## src/rtl/axis_gen_pkg.sv

```systemverilog
// Shared types and helpers for the AXI-Stream packet generator: FSM state
// encoding, tuser field layout and the MSB-aligned byte-enable helper.
package axis_gen_pkg;

  typedef enum logic [1:0] {
    ST_IDLE = 2'd0,
    ST_SEND = 2'd1,
    ST_GAP  = 2'd2
  } gen_state_e;

  // tuser = {pkt_len_bytes, src_mac, eth_type}
  localparam int TUSER_W  = 80;
  localparam int LEN_W    = 16;
  localparam int LEN_LSB  = 64;
  localparam int MAC_W    = 48;
  localparam int MAC_LSB  = 16;
  localparam int TYPE_W   = 16;
  localparam int TYPE_LSB = 0;

  // Widest tkeep supported (512-bit data bus).
  localparam int KEEP_MAX = 64;

  // Sets the n most significant of the low w bits; the caller slices to w.
  function automatic logic [KEEP_MAX-1:0] keep_from_bytes(input int n, input int w);
    logic [KEEP_MAX-1:0] k;
    k = '0;
    for (int i = 0; i < KEEP_MAX; i++) begin
      if (i < w && i >= w - n) k[i] = 1'b1;
    end
    return k;
  endfunction

endpackage

```

## src/rtl/axis_keep_gen.sv

```systemverilog
// Byte count to MSB-aligned tkeep for the last beat of a packet.
// The count is expected to be already clamped to 1..P_KEEP_W.
module axis_keep_gen import axis_gen_pkg::*; #(
  parameter  int P_KEEP_W = 8,
  localparam int CNT_W    = $clog2(P_KEEP_W) + 1
) (
  input  logic [CNT_W-1:0]    i_bytes,
  output logic [P_KEEP_W-1:0] o_keep
);

  // Pure decode, no state.
  always_comb begin
    o_keep = P_KEEP_W'(keep_from_bytes(int'(i_bytes), P_KEEP_W));
  end

endmodule

```

## src/rtl/axis_pkt_gen.sv

```systemverilog
// AXI-Stream test packet generator. A run of packets is configured at start;
// each beat carries its index replicated across tdata, the last beat carries a
// fixed or sweeping byte count, and tuser carries the packet length in bytes.
module axis_pkt_gen import axis_gen_pkg::*; #(
  parameter  int          P_DATA_W   = 64,
  parameter  logic [47:0] P_SRC_MAC  = 48'h0102_0304_0506,
  parameter  logic [15:0] P_ETH_TYPE = 16'h0800,
  localparam int          P_KEEP_W   = P_DATA_W / 8,
  localparam int          LB_W       = $clog2(P_KEEP_W) + 1
) (
  input  logic                i_clk,
  input  logic                i_rst_n,
  input  logic                i_start,
  input  logic                i_stop,
  input  logic [15:0]         i_pkt_len,
  input  logic [15:0]         i_pkt_num,
  input  logic [7:0]          i_gap,
  input  logic                i_sweep,
  input  logic [LB_W-1:0]     i_last_bytes,
  output logic [P_DATA_W-1:0] m_axis_tdata,
  output logic [TUSER_W-1:0]  m_axis_tuser,
  output logic [P_KEEP_W-1:0] m_axis_tkeep,
  output logic                m_axis_tlast,
  output logic                m_axis_tvalid,
  input  logic                s_axis_tready,
  output logic                o_busy,
  output logic                o_done,
  output logic [15:0]         o_pkt_cnt
);

  localparam int REP = P_DATA_W / 16;

  gen_state_e state_q, state_d;

  logic [15:0]         len_q, num_q, beat_q, pkt_cnt_q;
  logic [7:0]          gap_q, gap_cnt_q;
  logic                sweep_q, done_q;
  logic [LB_W-1:0]     last_bytes_q, sw_idx_q, n_bytes;
  logic                hs, last_beat, pkt_end, final_pkt;
  logic [15:0]         pkt_bytes;
  logic [P_KEEP_W-1:0] keep_last;

  assign hs        = m_axis_tvalid & s_axis_tready;
  assign last_beat = (beat_q == len_q - 16'd1);
  assign pkt_end   = hs & last_beat;
  // i_stop is honoured only at a packet boundary so a packet is never cut short.
  assign final_pkt = i_stop || (num_q != 16'd0 && (pkt_cnt_q + 16'd1) == num_q);

  // sw_idx_q tracks packet index mod P_KEEP_W without a divider.
  assign n_bytes   = sweep_q ? (LB_W'(P_KEEP_W) - sw_idx_q) : last_bytes_q;
  assign pkt_bytes = ((len_q - 16'd1) * 16'(P_KEEP_W)) + 16'(n_bytes);

  axis_keep_gen #(.P_KEEP_W(P_KEEP_W)) u_keep_gen (
    .i_bytes (n_bytes),
    .o_keep  (keep_last)
  );

  // State register; reset drops tvalid immediately since tvalid decodes state.
  always_ff @(posedge i_clk or negedge i_rst_n) begin
    if (!i_rst_n) state_q <= ST_IDLE;
    else          state_q <= state_d;
  end

  // Next-state logic.
  always_comb begin
    state_d = state_q;
    case (state_q)
      ST_IDLE: if (i_start) state_d = ST_SEND;
      ST_SEND: begin
        if (pkt_end) begin
          if (final_pkt)            state_d = ST_IDLE;
          else if (gap_q != 8'd0)   state_d = ST_GAP;
          else                      state_d = ST_SEND;
        end
      end
      ST_GAP: begin
        if (i_stop)                 state_d = ST_IDLE;
        else if (gap_cnt_q == 8'd1) state_d = ST_SEND;
      end
      default: state_d = ST_IDLE;
    endcase
  end

  // Run configuration, beat/packet counters, gap down-counter and done pulse.
  always_ff @(posedge i_clk or negedge i_rst_n) begin
    if (!i_rst_n) begin
      len_q        <= 16'd1;
      num_q        <= 16'd1;
      gap_q        <= 8'd0;
      sweep_q      <= 1'b0;
      last_bytes_q <= LB_W'(P_KEEP_W);
      beat_q       <= 16'd0;
      pkt_cnt_q    <= 16'd0;
      sw_idx_q     <= '0;
      gap_cnt_q    <= 8'd0;
      done_q       <= 1'b0;
    end else begin
      done_q <= (state_q != ST_IDLE) && (state_d == ST_IDLE);
      if (state_q == ST_IDLE && i_start) begin
        len_q        <= (i_pkt_len == 16'd0) ? 16'd1 : i_pkt_len;
        num_q        <= i_pkt_num;
        gap_q        <= i_gap;
        sweep_q      <= i_sweep;
        last_bytes_q <= (i_last_bytes == '0 || i_last_bytes > LB_W'(P_KEEP_W))
                        ? LB_W'(P_KEEP_W) : i_last_bytes;
        beat_q       <= 16'd0;
        pkt_cnt_q    <= 16'd0;
        sw_idx_q     <= '0;
      end
      if (hs) begin
        if (last_beat) begin
          beat_q    <= 16'd0;
          pkt_cnt_q <= pkt_cnt_q + 16'd1;
          sw_idx_q  <= (sw_idx_q == LB_W'(P_KEEP_W - 1)) ? '0 : sw_idx_q + LB_W'(1);
        end else begin
          beat_q <= beat_q + 16'd1;
        end
      end
      if (state_q == ST_SEND && state_d == ST_GAP) gap_cnt_q <= gap_q;
      else if (state_q == ST_GAP)                  gap_cnt_q <= gap_cnt_q - 8'd1;
    end
  end

  // Output decode; everything derives from registers so it holds until handshake.
  always_comb begin
    m_axis_tvalid = (state_q == ST_SEND);
    m_axis_tlast  = m_axis_tvalid & last_beat;
    m_axis_tdata  = {REP{beat_q}};
    m_axis_tkeep  = m_axis_tlast ? keep_last : '1;
    m_axis_tuser  = '0;
    if (m_axis_tvalid) begin
      m_axis_tuser[LEN_LSB  +: LEN_W]  = pkt_bytes;
      m_axis_tuser[MAC_LSB  +: MAC_W]  = P_SRC_MAC;
      m_axis_tuser[TYPE_LSB +: TYPE_W] = P_ETH_TYPE;
    end
    o_busy    = (state_q != ST_IDLE);
    o_done    = done_q;
    o_pkt_cnt = pkt_cnt_q;
  end

endmodule

```

## config.mk

```make
export PLATFORM = sky130hd
export DESIGN_NAME = axis_pkt_gen
export DESIGN_NICKNAME = d
export VERILOG_FILES = /design/src/rtl/axis_gen_pkg.sv /design/src/rtl/axis_keep_gen.sv /design/src/rtl/axis_pkt_gen.sv
export SDC_FILE = /design/constraint.sdc
export NUM_CORES = 1
export LEC_CHECK = 0
export BUFFER_PORTS_ARGS = -buffer_cell sky130_fd_sc_hd__buf_2
export CAP_MARGIN = 10
export CORE_AREA = 2 2 150 152
export CTS_BUF_LIST = sky130_fd_sc_hd__clkbuf_8
export DETAILED_ROUTE_END_ITERATION = 10
export DIE_AREA = 0 0 152 154
export GPL_TIMING_DRIVEN = 1
export HOLD_SLACK_MARGIN = 0.05
export PLACE_DENSITY = 0.52
export SLEW_MARGIN = 5
export SYNTH_ARGS = -nofsm -noshare
export SYNTH_HDL_FRONTEND = slang
export SYNTH_HIERARCHICAL = 1
export SYNTH_SLANG_ARGS = --single-unit
```

## constraint.sdc

```tcl
create_clock -name i_clk -period 6.5 [get_ports i_clk]
set_input_delay 0.325 -clock i_clk [delete_from_list [all_inputs] [get_ports i_clk]]
set_output_delay 0.325 -clock i_clk [all_outputs]
set_load 0.01 [all_outputs]
```

==> results.yml <==
hold_path:
  hold_class: "in -> reg"
sta:
  fmax_mhz: 228.9
  finClkSkew_ns: 0.01056
  tns_ns: 0
  worstMarginPinSlew_ns: 1.050
  final_hold_viol_count: 0
  relSlewSlack: 0.2999
  slew_viol_final: 0
  period_share: 0.6721
  final-setup-viol-count: 0
  rsz0062_at_grt: "false"
  fin_crit_ns: 4.368
floorplanning:
  io_pins: 222
  die_w_um: 152
  core_um2: 21690
  rows: 54
  dieArea_um2: 23410
  start_util: 0.3355
  die_y_um: 154
drt:
  drt_iter0_drc: 395
  via_per_inst: 4.892
  wire_per_inst_um: 15.46
  first_pass_iters: 5
  drcViolationCount: 0
  totalWireLength_um: 19520
  num_vias: 6178
  postRouteAntennaNets: 0
clock_tree:
  clk_latency_ns: 0.40
  clock_path_buffers: 2
  cts_setup_buffers: 0
  cts.htree.levels: 3
  cts_num_sinks: 92
  cts_tree: "yes"
  path_clk_slew_ns: 0.11
  cts_buffers: 9
  ctsResizeCount: 0
  cts_root_buf: "clkbuf_8"
  cts_hold_repair.buffers: 1
setup_path:
  path_class: "reg -> out"
  crit_fanout: 13
  worstSetupStartpointType: "flop"
  required_ns: 6.17
  crit_arrival_ns: 4.04
  cp-end-kind: "output pin"
synthesis:
  synth.distinct_cells: 72
  ys_ff_latch: 92
  netlist_area_um2: 7277
  yosys.area_share.simple: 0.2706
  synthCells: 897
  ys_warn_count: 6
  ys_async_sr_fraction: 1.000
  synth-compound-area-share: 0.1271
  muxShareOfSynthArea: 0.01840
  avgSynthCellArea_um2: 8.113
  synth_flop_cell: "dfrtp_1"
  synth_fa_ha_area_frac: 0.02235
  synth_top_family_by_area: "simple AND/OR/NAND/NOR gates"
  ys_seq_area_frac: 0.3169
  synth-edff-count: 0
  synthXorXnorAreaFrac: 0.08631
placement:
  gp_congestion: 0.8946
  dp_hpwl_um: 14630
  port_buffers: 167
global_routing:
  grt_max_degree: 51
  grt_pass1_vias: 5570
  antenna_found_initial: 4
  grt_pass1_wl_um: 31110
  track_usage: 0.1635
  grt_overflow_total: 0
pwr:
  power.leakage_nw: 3.885
  power_w: 0.002800
  power.ir.vdd_worst_mv: 0.1296
  p_per_area_nw_per_um2: 356.5
cells_and_area:
  syn2layout_area_growth_pct: 7.961
  layout-drive-gt1-share: 0.2278
  fillers: 2306
  nNetsFinal: 1037
run_status:
  status: "finished clean"
run:
  maxCapViolations: 0
layout by cell type (no fill, tap or decap), types with 5 or more instances in the layout:
cell	Yosys	layout
conb_1	1	54
o21ai_0	28	28
xor2_1	27	27
a21o_1	22	22
nand2_1	166	166
o21ai_1	7	7
and2_1	7	6
nor4_1	23	23
or3_1	5	5
dfrtp_1	89	89
nor2b_1	8	8
or2_2	15	15
nand3b_1	5	5
and3_1	7	7
a31oi_1	5	5
nor2_1	39	39
buf_2	0	166
inv_1	24	24
nand3_1	31	31
or4_1	10	10
nor3b_1	8	8
a21oi_1	30	30
nand4_1	6	6
clkbuf_8	0	9
ha_1	13	13
nor3_1	17	17
xnor2_1	42	42
mux2_1	8	8
o211ai_1	5	5
nand2b_1	17	17
and4_1	5	5
logic make-up (layout without fill, tap and decap cells):
logic type	after synthesis	in the layout
muxes	12	12
adders and majority gates	13	13
DFF	92	92
xor gates and xnor gates	70	70
buffers and inverters	183	212
and+or+nand+nor	386	386
other	1	58
AOI/OAI and AO/OA	140	140
report_power, final:
group / switching (W) / internal (W) / leakage (nW) / total [W]
clock network: 0.000259 / 0.000155 / 0.104 / 0.000414
logic: 0.000809 / 0.000592 / 2.58 / 0.00140
registers: 0.000257 / 0.000728 / 1.20 / 0.000985
total: 0.00133 / 0.00148 / 3.88 / 0.00280
path summary, 6_finish.rpt:
path	from	end	slack, ns	cells after the start
worst max-delay path	len_q[0]	m_axis_tkeep[3]	2.13	11
worst min-delay path	i_pkt_num[0]	num_q[0]	0.09	3
worst max register to register	len_q[3]	gap_cnt_q[2]	2.45	8
worst min register to register	last_bytes_q[3]	last_bytes_q[3]	0.47	2
max in group asynchronous	i_rst_n	len_q[7]	4.97	3
min in group asynchronous	i_rst_n	gap_q[2]	0.45	2
per-layer routing:
layer,vias up,share of wire,track usage
met5,-,0,0
met4,0,0.010,0.03516
met3,15,0.061,0.04115
met2,185,0.45,0.2561
met1,2929,0.48,0.2284
li1,3049,-,-
cell type report:
class	instances	area, µm²	area share
Clock inverter	7	78.83	0.01003
Sequential cell	92	2306	0.2935
Multi-Input combinational cell	675	4023	0.5120
Timing Repair Buffer	171	870.8	0.1108
Antenna cell	4	10.01	0.001274
Inverter	25	93.84	0.01194
Clock buffer	9	123.9	0.01577
Tap cell	280	350.3	0.04459
sequential cells by signal, indices dropped and copies added, names as in the netlist:
register and count:
gap_cnt_q 8, gap_q 8, beat_q 16, num_q 16, o_pkt_cnt 16, state_q 2
last_bytes_q 4, o_done 1, sweep_q 1, sw_idx_q 4, len_q 16
worst max-delay path: stages, from the launching register on:
cell and delay (ns):
dfstp_2 0.41, inv_1 0.10, ha_1 0.46, nor3b_1 0.30
nand2_1 0.10, xnor2_1 0.20, o21ba_2 0.24, or4bb_1 0.49
nor4_1 0.50, nand2_1 0.33, or2_2 0.36, buf_2 0.14
synthesized netlist by cell type (8+ instances only):
master | number | area, µm²
nand3_1 | 31 | 155.2
a21o_1 | 22 | 165.2
xor2_1 | 27 | 236.5
nor3_1 | 17 | 85.08
inv_1 | 24 | 90.09
ha_1 | 13 | 162.7
clkbuf_1 | 37 | 138.9
nor3b_1 | 8 | 60.06
nand2_1 | 166 | 623.1
nor4_1 | 23 | 143.9
buf_4 | 113 | 848.3
xnor2_1 | 42 | 367.9
nand2b_1 | 17 | 106.4
o21ai_0 | 28 | 140.1
or4_1 | 10 | 75.07
a21oi_1 | 30 | 150.1
nor2_1 | 39 | 146.4
mux2_1 | 8 | 90.09
nor2b_1 | 8 | 50.05
or2_2 | 15 | 93.84
dfrtp_1 | 89 | 2227
stage by stage:
stage               worst slack [ns]  utilization  area, µm²  hold WS [ns]  cells
floorplan                      3.241            -       7476       0.02941    950
global placement               2.479       0.3520       7634        0.3882   1242
detailed placement             2.375       0.3520       7634        0.3802   1242
CTS                            2.097       0.3618       7846       0.07775   1259
global route                   1.869       0.3619       7849       0.06855   1260
finish                         2.132       0.3622       7856       0.09388   1263
Power figures use the tool's default switching activity.
